## config.mk

```make
export PLATFORM = sky130hd
export DESIGN_NAME = memory_arbiter
export DESIGN_NICKNAME = d
export VERILOG_FILES = /design/src/rtl/memory_arbiter.sv
export SDC_FILE = /design/constraint.sdc
export NUM_CORES = 1
export LEC_CHECK = 0
export BUFFER_PORTS_ARGS = -buffer_cell sky130_fd_sc_hd__buf_2
export CAP_MARGIN = 20
export CORE_AREA = 2 2 104 106
export CTS_BUF_LIST = sky130_fd_sc_hd__clkbuf_4
export DETAILED_ROUTE_END_ITERATION = 6
export DIE_AREA = 0 0 106 108
export SLEW_MARGIN = 30
export SYNTH_ARGS = -nofsm -noshare
export SYNTH_HDL_FRONTEND = slang
export SYNTH_SLANG_ARGS = --single-unit
```

## constraint.sdc

```tcl
create_clock -name CLK -period 1.9 [get_ports CLK]
set_input_delay 0.38 -clock CLK [delete_from_list [all_inputs] [get_ports CLK]]
set_output_delay 0.38 -clock CLK [all_outputs]
set_load 0.05 [all_outputs]
```

## src/rtl/memory_arbiter.sv

```systemverilog
// memory_arbiter: shares one RAM port between an instruction-fetch requester
// and a data requester. Data normally wins arbitration; an instruction that
// has waited through FAIR_LIMIT consecutive data grants is served next.
// Optional feature macro LLSC_EN adds a load-linked / store-conditional
// link register.

package memory_arbiter_pkg;
   typedef logic [31:0] word_t;
   typedef enum logic [1:0] {
      FREE   = 2'd0,
      BUSY   = 2'd1,
      ACCESS = 2'd2,
      ERROR  = 2'd3
   } ramstate_t;
endpackage

module memory_arbiter
   import memory_arbiter_pkg::*;
#(
   parameter int unsigned FAIR_LIMIT = 2
) (
   input  logic        CLK,
   input  logic        nRST,
   // instruction requester
   input  logic        iREN,
   input  logic [31:0] iaddr,
   output logic        iwait,
   output logic [31:0] iload,
   // data requester
   input  logic        dREN,
   input  logic        dWEN,
   input  logic        datomic,
   input  logic [31:0] daddr,
   input  logic [31:0] dstore,
   output logic        dwait,
   output logic [31:0] dload,
   // RAM port
   output logic        ramREN,
   output logic        ramWEN,
   output logic [31:0] ramaddr,
   output logic [31:0] ramstore,
   input  logic [31:0] ramload,
   input  ramstate_t   ramstate
);

   localparam int unsigned   CW       = (FAIR_LIMIT < 1) ? 1 : $clog2(FAIR_LIMIT + 1);
   localparam logic [CW-1:0] FAIR_MAX = CW'(FAIR_LIMIT);

   typedef enum logic [1:0] {
      IDLE = 2'd0,
      DACC = 2'd1,
      IACC = 2'd2
   } state_t;

   state_t        state_q, state_d;
   logic [CW-1:0] fair_cnt_q, fair_cnt_d;

   logic d_req;
   logic d_write;
   logic d_read;
   logic ram_ok;
   logic fair_turn;
   logic d_done;
   logic i_done;
   logic sc_op;
   logic sc_fail;

   // A simultaneous read+write request is handled as a write.
   assign d_req     = dREN | dWEN;
   assign d_write   = dWEN;
   assign d_read    = dREN & ~dWEN;
   assign ram_ok    = (ramstate == ACCESS);
   assign fair_turn = iREN && (fair_cnt_q == FAIR_MAX);

`ifdef LLSC_EN
   logic        link_valid_q, link_valid_d;
   logic [31:0] link_addr_q, link_addr_d;
   logic        ll_op;

   assign sc_op   = dWEN & datomic;
   assign ll_op   = d_read & datomic;
   // An SC whose link is gone is decided without touching the RAM.
   assign sc_fail = sc_op & ~(link_valid_q && (daddr == link_addr_q));
`else
   logic unused_datomic;

   assign unused_datomic = datomic;
   assign sc_op          = 1'b0;
   assign sc_fail        = 1'b0;
`endif

   // Arbitration state and fairness counter registers.
   always_ff @(posedge CLK or negedge nRST) begin
      if (!nRST) begin
         state_q    <= IDLE;
         fair_cnt_q <= '0;
      end else begin
         state_q    <= state_d;
         fair_cnt_q <= fair_cnt_d;
      end
   end

   // Next-state decode and RAM/requester output steering.
   always_comb begin
      state_d  = state_q;
      ramREN   = 1'b0;
      ramWEN   = 1'b0;
      ramaddr  = '0;
      ramstore = '0;
      iwait    = 1'b1;
      dwait    = 1'b1;
      iload    = '0;
      dload    = '0;
      d_done   = 1'b0;
      i_done   = 1'b0;
      unique case (state_q)
         IDLE: begin
            if (d_req && !fair_turn) begin
               state_d = DACC;
            end else if (iREN) begin
               state_d = IACC;
            end
         end
         DACC: begin
            if (!d_req) begin
               state_d = IDLE;
            end else if (sc_fail) begin
               dwait   = 1'b0;
               d_done  = 1'b1;
               state_d = IDLE;
            end else begin
               ramaddr  = daddr;
               ramstore = dstore;
               ramREN   = d_read;
               ramWEN   = d_write;
               if (ram_ok) begin
                  dwait   = 1'b0;
                  d_done  = 1'b1;
                  state_d = IDLE;
                  if (d_read) begin
                     dload = ramload;
                  end else if (sc_op) begin
                     dload = 32'd1;
                  end
               end
            end
         end
         IACC: begin
            if (!iREN) begin
               state_d = IDLE;
            end else begin
               ramaddr = iaddr;
               ramREN  = 1'b1;
               if (ram_ok) begin
                  iwait   = 1'b0;
                  iload   = ramload;
                  i_done  = 1'b1;
                  state_d = IDLE;
               end
            end
         end
         default: begin
            state_d = IDLE;
         end
      endcase
   end

   // Count data grants taken while an instruction fetch is waiting.
   always_comb begin
      fair_cnt_d = fair_cnt_q;
      if (!iREN || i_done) begin
         fair_cnt_d = '0;
      end else if (d_done && (fair_cnt_q != FAIR_MAX)) begin
         fair_cnt_d = fair_cnt_q + 1'b1;
      end
   end

`ifdef LLSC_EN
   // Link register: set by LL, consumed by a successful SC, broken by a
   // completed plain write to the linked address.
   always_comb begin
      link_valid_d = link_valid_q;
      link_addr_d  = link_addr_q;
      if (d_done) begin
         if (ll_op) begin
            link_valid_d = 1'b1;
            link_addr_d  = daddr;
         end else if (sc_op) begin
            if (!sc_fail) begin
               link_valid_d = 1'b0;
            end
         end else if (d_write && (daddr == link_addr_q)) begin
            link_valid_d = 1'b0;
         end
      end
   end

   // Link register storage.
   always_ff @(posedge CLK or negedge nRST) begin
      if (!nRST) begin
         link_valid_q <= 1'b0;
         link_addr_q  <= '0;
      end else begin
         link_valid_q <= link_valid_d;
         link_addr_q  <= link_addr_d;
      end
   end
`endif

endmodule

```

==> results.toml, run 1 <==
[critical_path]
crit_type = "reg2out"
cpMaxStageDelayCell = "dfrtp_1"
cp_max_fo = 15
critPathLaunchType = "flop"
crit_chain = "buf_4 -> ha_4 -> and2_4 -> buf_12 -> a22oi_2 -> nor2b_4 -> buf_6"
max_stage_delay_ns = 0.39
cp.required_ns = 1.52
end_kind = "output pin"
arrival_ns = 1.73

[layout]
drive_above_1_share = 0.915
post-route-util = 0.493
postLayoutCellArea_mm2 = 0.00504
nNetsFinal = 650
n_antenna_cell = 0
synthToLayoutAreaGrowth_pct = 224

[drt]
dr.pass1.iters = 4
routed_via_density = 4.47
vias = 2877
wl_per_cell_um = 16.9
drtAntennaViolNets = 0
wl_mm = 10.9
drt_iter0_markers = 119
drcViolationCount = 0

[place]
port_buffers = 266
dp_slack_ns = -0.109
place.gp.congestion = 0.780
dp_hpwl_mm = 6.44
placed_cell_area_mm2 = 0.00338

[sta]
slew_viol_final = 0
fin_ws_ns = -0.210
period_share = 1.11
fin_crit_ns = 2.11
rsz0062_at_grt = "yes"
fmax_ghz = 0.474
final-setup-viol-count = 129
relSlewSlack = 0.732
fin_tns_setup_ns = -18.92
worst_pin_slew_ns = 0.396
finalHoldViolCount = 0
clock_skew_ns = 0.00510

[floorplan]
die_h_um = 108
start_util = 0.152
rows = 37
die-area_mm2 = 0.0114
core_mm2 = 0.0102
io_pins = 268
fp.dieW_um = 106

[yosys]
synth_nets = 370
avgSynthCellArea_um2 = 6.80
ys_ff_latch = 4
synthCells = 229
synth_area_mm2 = 0.00156
synth_warnings = 0
ys_types = 25
yosysSeqAreaShare = 0.0643

[power_and_ir_drop]
p_per_area_mw_per_mm2 = 983
vdd_ir_drop_max_v = 0.000678
p_total_w = 0.00496
leakagePower_nw = 2.44

[flow_run]
cap_violations = 0

[status]
outcome = "finished, violations left"
violations = "negative setup slack"

[grt]
grt_max_degree = 34
grt_pass1_wl_mm = 14.5
antenna_found_initial = 0
grt_usage = 0.155
grt_pass1_vias = 2835
gr-total-overflow = 0

[clocking]
clock_latency_ns = 0.23
cts_root_buffer = "clkbuf_4"
cts-htree-levels = 1
cts_tree = "done"
cts.sinks = 4
clkTransAtPathRegs_ns = 0.04
clockBufferDepth = 2
cts_made_buffers = 3

[min_path]
hold_path.class = "in2async"
cell usage in the layout, fill, tap and decap left out, types with 7 or more instances in the layout:
cell	n
a22oi_2	32
buf_16	7
and2_2	35
nor2b_4	20
and3_4	12
buf_4	13
buf_2	135
buf_8	48
and2_4	27
buf_12	7
nor2b_2	12
and3_2	18
buf_6	85
per-stage QoR:
stage                     hold slack, ns  cells
after global routing               0.471    643
after detailed placement           0.188    620
after CTS                          0.471    639
after global placement             0.186    620
final                              0.477    643
after floorplan                   0.0844    229
synthesized netlist by cell type, drive strengths merged:
master   instances  area [um2]
nand3            5        25.0
buf             10        71.3
nand2b           1        6.26
and2            66         415
nor3b            1        12.5
a21boi           1        7.51
o2111ai          2        17.5
inv              5        18.8
mux2i            2        20.0
nand2            5        18.8
nor4b            1        8.76
a22oi           32         240
o211ai           1        7.51
nor2             3        11.3
dfrtp            4         100
nor2b           34         213
o21a             1        7.51
and3            32         200
nand3b           4        30.0
ha               5        62.6
clkbuf          14        62.6
what timing repair did:
item,4_1_cts,5_1_grt
gates resized for setup,321,83
setup endpoints to repair,130,131
buffers inserted,9,1
endpoints found under the hold margin,4,0
hold buffers,1,0
pin swaps,24,15
cloned,7,3
layer usage:
metal / global-route usage / share of wire / up-vias
met2: 0.312 / 0.56 / 146
met3: 0.0199 / 0.061 / 20
li1: - / - / 1346
met1: 0.174 / 0.35 / 1365
met4: 0.0310 / 0.024 / 0
met5: 0 / 0 / -
cells by family (layout without fill, tap and decap cells):
logic type | count (synthesis) | in the layout | share of synthesized area
AOI/OAI and AO/OA | 37 | 37 | 0.180
DFF | 4 | 4 | 0.0643
muxes | 2 | 2 | 0.0129
buffers and inverters | 29 | 307 | 0.0981
adders and majority gates | 5 | 5 | 0.0402
and+or+nand+nor | 152 | 152 | 0.605
worst paths after layout:
| kind | start | end | slack, ns | cells after the start |
|---|---|---|---|---|
| max in group asynchronous | nRST | fair_cnt_q[1]$_DFFE_PN0P_ | 1.30 | 2 |
| worst min register to register | fair_cnt_q[1]$_DFFE_PN0P_ | fair_cnt_q[1]$_DFFE_PN0P_ | 0.55 | 2 |
| worst max register to register | state_q[1]$_DFFE_PN0P_ | fair_cnt_q[0]$_DFFE_PN0P_ | 0.13 | 8 |
| min in group CLK | dREN | state_q[1]$_DFFE_PN0P_ | 0.52 | 4 |
| worst min-delay path | nRST | state_q[1]$_DFFE_PN0P_ | 0.48 | 2 |
| worst max-delay path | state_q[1]$_DFFE_PN0P_ | ramaddr[3] | -0.21 | 7 |
worst max-delay path, delay by kind of cell (launching register included):
family / cells / cell delay (ns)
buffers and inverters: 3 / 0.47
DFF: 1 / 0.39
and+or+nand+nor: 2 / 0.26
AOI/OAI and AO/OA: 1 / 0.22
adders and majority gates: 1 / 0.15
flip-flops by register name, summed over array words and instances (netlist names):
signal and flops:
fair_cnt_q 2, state_q 2
report_power, final:
| group | internal, W | switching (W) | leakage [nW] | total [W] |
|---|---|---|---|---|
| Clock | 0.0000705 | 0.0000331 | 0.0138 | 0.000104 |
| Combinational | 0.00223 | 0.00250 | 2.38 | 0.00473 |
| Sequential | 0.000104 | 0.0000170 | 0.0532 | 0.000121 |
| Total | 0.00240 | 0.00255 | 2.44 | 0.00496 |
final cells by class:
| class | count | area [um2] |
|---|---|---|
| timing repair buffer | 299 | 2870 |
| tap | 136 | 170 |
| inverter | 5 | 18.8 |
| sequential | 4 | 100 |
| multi-input combinational | 196 | 1860 |
| clock buffer | 3 | 22.5 |
| fill | 908 | 5190 |
No activity file was read; power rests on OpenSTA's default activity.
==> run 2, diff against run 1 <==
--- a/config.mk
+++ b/config.mk
@@ -11,6 +11,7 @@
 export CTS_BUF_LIST = sky130_fd_sc_hd__clkbuf_4
 export DETAILED_ROUTE_END_ITERATION = 6
 export DIE_AREA = 0 0 106 108
+export RECOVER_POWER = 50
 export SLEW_MARGIN = 30
 export SYNTH_ARGS = -nofsm -noshare
 export SYNTH_HDL_FRONTEND = slang
==> results.toml, run 2 (synthesized netlist as in run 1, its figures left out) <==
[power_and_ir_drop]
swShare = 0.515
leakagePower_nw = 2.44
p_sw_w = 0.00255
p_per_area_mw_per_mm2 = 983
p_comb_frac = 0.955
p_seq_frac = 0.024
p_clk_frac = 0.021
p_int_w = 0.00240
vdd_ir_drop_max_v = 0.000678

[layout]
postLayoutCellArea_mm2 = 0.00504
synthToLayoutAreaGrowth_pct = 224
final_common_cell = "buf_2"
n_antenna_cell = 0
final_cell_mix = "134 x buf_2, 85 x buf_6, 48 x buf_8"
largestRegisters = "fair_cnt_q (2), state_q (2)"
drive_above_1_share = 0.913
instances_no_fill = 643
filler_cell_count = 906
nNetsFinal = 650

[grt]
grt_pass1_vias = 2835
gr-total-overflow = 0
grt_usage = 0.155
grt_max_degree = 34
antenna_found_initial = 0
grt_pass1_wl_mm = 14.5

[sta]
final-setup-viol-count = 129
fin_crit_ns = 2.11
worst_pin_slew_ns = 0.396
fin_tns_setup_ns = -18.92
clock_skew_ns = 0.00510
relSlewSlack = 0.732
period_share = 1.11
finalHoldViolCount = 0
rsz0062_at_grt = "yes"
fmax_ghz = 0.474
slew_viol_final = 0
fin_ws_ns = -0.210

[clocking]
cts_root_buffer = "clkbuf_4"
cts-htree-levels = 1
clock_latency_ns = 0.23
cts_made_buffers = 3
cts_tree = "done"
cts.sinks = 4
clockBufferDepth = 2
clkTransAtPathRegs_ns = 0.04

[drt]
routed_via_density = 4.47
wl_per_cell_um = 16.9
drcViolationCount = 0
dr.pass1.iters = 4
vias = 2877
wl_mm = 10.9
drt_iter0_markers = 119
drtAntennaViolNets = 0

[place]
place.gp.congestion = 0.780
dp_hpwl_mm = 6.44
place_inst = 620
port_buffers = 266
placed_cell_area_mm2 = 0.00338

[min_path]
hold_path.class = "in2async"

[floorplan]
core_mm2 = 0.0102
io_pins = 268
die-area_mm2 = 0.0114
fp.dieW_um = 106
rows = 37
start_util = 0.152
die_h_um = 108

[critical_path]
cp_max_fo = 15
arrival_ns = 1.73
crit_type = "reg2out"
critPathLaunchType = "flop"
max_stage_delay_ns = 0.39
crit_chain = "buf_4 -> ha_4 -> and2_4 -> buf_12 -> a22oi_2 -> nor2b_4 -> buf_6"
end_kind = "output pin"
cp_top_family = "buffers and inverters"
r2r_slack_ns = 0.13
cp.required_ns = 1.52
cpMaxStageDelayCell = "dfrtp_1"
path_buf_inv = 3

[status]
outcome = "finished, violations left"
violations = "negative setup slack"

[flow_run]
cap_violations = 0
-- run 2: power by group through the flow --
stage | clock (W) | sequential (W) | combinational, W
2_1_floorplan | 0 | 0.000121 | 0.00245
5_1_grt | 0.000118 | 0.000122 | 0.00491
3_3_place_gp | 0 | 0.000118 | 0.00314
3_5_place_dp | 0 | 0.000120 | 0.00318
4_1_cts | 0.000109 | 0.000121 | 0.00442
6_report | 0.000104 | 0.000121 | 0.00473
-- run 2: worst paths after layout --
path                                                 from                         to  cells after the start
min in group CLK                                     dREN     state_q[1]$_DFFE_PN0P_                      4
worst min register to register  fair_cnt_q[1]$_DFFE_PN0P_  fair_cnt_q[1]$_DFFE_PN0P_                      2
max in group asynchronous                            nRST  fair_cnt_q[1]$_DFFE_PN0P_                      2
worst max-delay path               state_q[1]$_DFFE_PN0P_                 ramaddr[3]                      7
worst min-delay path                                 nRST     state_q[1]$_DFFE_PN0P_                      2
worst max register to register     state_q[1]$_DFFE_PN0P_  fair_cnt_q[0]$_DFFE_PN0P_                      8
-- run 2: timing repair --
item	in CTS	in global routing
cloned	7	3
pin swaps	24	15
hold buffers	1	0
endpoints found under the setup margin	130	131
resized for setup	321	83
setup buffers	9	1
hold endpoints to repair	4	0
-- run 2: layer usage --
metal	global-route usage	share of wire	vias to the layer above
met3	0.0199	0.061	20
li1	-	-	1346
met4	0.0310	0.024	0
met1	0.174	0.35	1365
met5	0	0	-
met2	0.312	0.56	146
-- run 2: cell type report --
class,count,area (um2),area share
Timing Repair Buffer,299,2870,0.569
Multi-Input combinational cell,196,1860,0.369
Tap cell,136,170,0.0338
Sequential cell,4,100,0.0199
Clock buffer,3,22.5,0.00447
Inverter,5,18.8,0.00372
-- run 2: stage by stage --
stage                     setup WS (ns)  power [W]   util  hold slack, ns
after floorplan                 -0.0555    0.00257      -          0.0844
after global placement          -0.0622    0.00326  0.330           0.186
after detailed placement         -0.109    0.00330  0.330           0.188
after CTS                        -0.204    0.00465  0.460           0.471
after global routing             -0.293    0.00515  0.493           0.510
final                            -0.210    0.00496  0.493           0.503
==> run 3, diff against run 2 <==
--- a/config.mk
+++ b/config.mk
@@ -5,12 +5,12 @@
 export SDC_FILE = /design/constraint.sdc
 export NUM_CORES = 1
 export LEC_CHECK = 0
-export BUFFER_PORTS_ARGS = -buffer_cell sky130_fd_sc_hd__buf_2
 export CAP_MARGIN = 20
-export CORE_AREA = 2 2 104 106
+export CORE_AREA = 2 2 102 104
 export CTS_BUF_LIST = sky130_fd_sc_hd__clkbuf_4
 export DETAILED_ROUTE_END_ITERATION = 6
-export DIE_AREA = 0 0 106 108
+export DIE_AREA = 0 0 104 106
+export DONT_BUFFER_PORTS = 1
 export RECOVER_POWER = 50
 export SLEW_MARGIN = 30
 export SYNTH_ARGS = -nofsm -noshare
==> results.toml, run 3 (synthesized netlist as in run 1, its figures left out) <==
[clocking]
clock_latency_ns = 0.23
clockBufferDepth = 2
cts_made_buffers = 3
cts-htree-levels = 1
cts_tree = "done"
cts_root_buffer = "clkbuf_4"
clkTransAtPathRegs_ns = 0.04
cts.sinks = 4

[layout]
n_antenna_cell = 0
multi_input_area_mm2 = 0.00204
postLayoutCellArea_mm2 = 0.00462
synthToLayoutAreaGrowth_pct = 197
final_common_cell = "buf_12"
final_cell_mix = "86 x buf_12, 66 x and2_4, 32 x a22oi_2"
largestRegisters = "fair_cnt_q (2), state_q (2)"
seq_area_um2 = 100
drive_above_1_share = 0.894
filler_cell_count = 876
nNetsFinal = 473
post-route-util = 0.462

[drt]
dr.pass1.iters = 4
wl_per_cell_um = 23.0
drcViolationCount = 0
drt_iter0_markers = 65
routed_via_density = 4.83
drtAntennaViolNets = 0
vias = 2253
wl_mm = 10.7

[critical_path]
end_kind = "output pin"
arrival_ns = 1.83
crit_type = "reg2out"
r2r-start = "state_q[1]$_DFFE_PN0P_"
crit_path_start = "state_q[1]$_DFFE_PN0P_"
crit_end = "dload[0]"
cp.required_ns = 1.52
critPathLaunchType = "flop"
cp_max_fo = 8
r2r_slack_ns = 0.13
r2r_end = "fair_cnt_q[1]$_DFFE_PN0P_"
r2r_cells = 8

[sta]
slew_viol_final = 0
worst_pin_slew_ns = 0.520
finalHoldViolCount = 0
rsz0062_at_grt = "yes"
final-setup-viol-count = 130
clock_skew_ns = 0.000553
relSlewSlack = 0.656
period_share = 1.17
fmax_ghz = 0.451
fin_crit_ns = 2.21
whs_ns = 0.313
fin_ws_ns = -0.315

[place]
dp_hpwl_mm = 6.78
placed_cell_area_mm2 = 0.00357
dp_slack_ns = -0.0632
port_buffers = 0
place.gp.congestion = 0.721

[floorplan]
io_pins = 268
die-area_mm2 = 0.0110
fp.dieW_um = 104
start_util = 0.156
core_mm2 = 0.0100
rows = 37
die_h_um = 106

[status]
outcome = "finished, violations left"
violations = "negative setup slack"

[power_and_ir_drop]
p_per_area_mw_per_mm2 = 1050
p_total_w = 0.00487
vdd_ir_drop_max_v = 0.000632
leakagePower_nw = 1.81

[grt]
grt_usage = 0.155
antenna_found_initial = 0
gr-total-overflow = 0
grt_pass1_vias = 2198
grt_max_degree = 37
grt_pass1_wl_mm = 13.4

[min_path]
hold_path.class = "in2reg"

[flow_run]
cap_violations = 0
-- run 3: cell count changes in the layout (fill, tap and decap cells not counted), sizes merged --
cell,change
buf,-182
clkbuf,+4
and2,+1
-- run 3: worst min path at each step --
stage / startpoint / to / slack, ns / cells after the start
final: iREN / fair_cnt_q[1]$_DFFE_PN0P_ / 0.31 / 2
after CTS: iREN / fair_cnt_q[1]$_DFFE_PN0P_ / 0.31 / 2
after floorplan: nRST / fair_cnt_q[0]$_DFFE_PN0P_ / 0.08 / 0
after detailed placement: nRST / state_q[1]$_DFFE_PN0P_ / 0.08 / 0
after global routing: iREN / fair_cnt_q[1]$_DFFE_PN0P_ / 0.33 / 2
after global placement: nRST / state_q[1]$_DFFE_PN0P_ / 0.08 / 0
-- run 3: where the power goes --
group          total (W)  internal (W)  switching [W]  leakage (nW)
clock network   0.000103     0.0000705      0.0000324        0.0138
registers       0.000117      0.000104      0.0000134        0.0532
logic            0.00465       0.00220        0.00245          1.74
-- run 3: layout make-up --
| class | instances | area share |
|---|---|---|
| clock buffer | 3 | 0.00487 |
| inverter | 5 | 0.00406 |
| multi-input combinational | 197 | 0.441 |
| sequential | 4 | 0.0216 |
| tap | 136 | 0.0368 |
| timing repair buffer | 121 | 0.491 |
-- run 3: what timing repair did --
action | CTS | global route
gates resized for setup | 104 | 60
gates cloned | 7 | 13
hold endpoints to repair | 4 | 0
endpoints found under the setup margin | 129 | 133
pin swaps | 29 | 71
buffers inserted | 11 | 4
hold buffers | 1 | 0
-- run 3: worst max-delay path, stage by stage (launching register included) --
cell and delay [ns]:
dfrtp_1 0.38, inv_2 0.09, ha_4 0.15, buf_6 0.09
nand3b_1 0.15, nor2_4 0.26, clkbuf_16 0.20, and2_4 0.15
buf_12 0.13
-- run 3: layer usage --
layer	GRT usage	share of wire	wire, um
met5	0	0	0
met3	0.0325	0.061	655
met2	0.305	0.56	5950
met4	0.0270	0.0088	94
met1	0.173	0.37	4020
-- run 3: through the flow --
stage	std cells	TNS (ns)
2_1_floorplan	229	-0.129
3_3_place_gp	429	-0.0233
3_5_place_dp	429	-1.29
4_1_cts	451	-18.52
5_1_grt	466	-28.95
6_report	466	-21.77
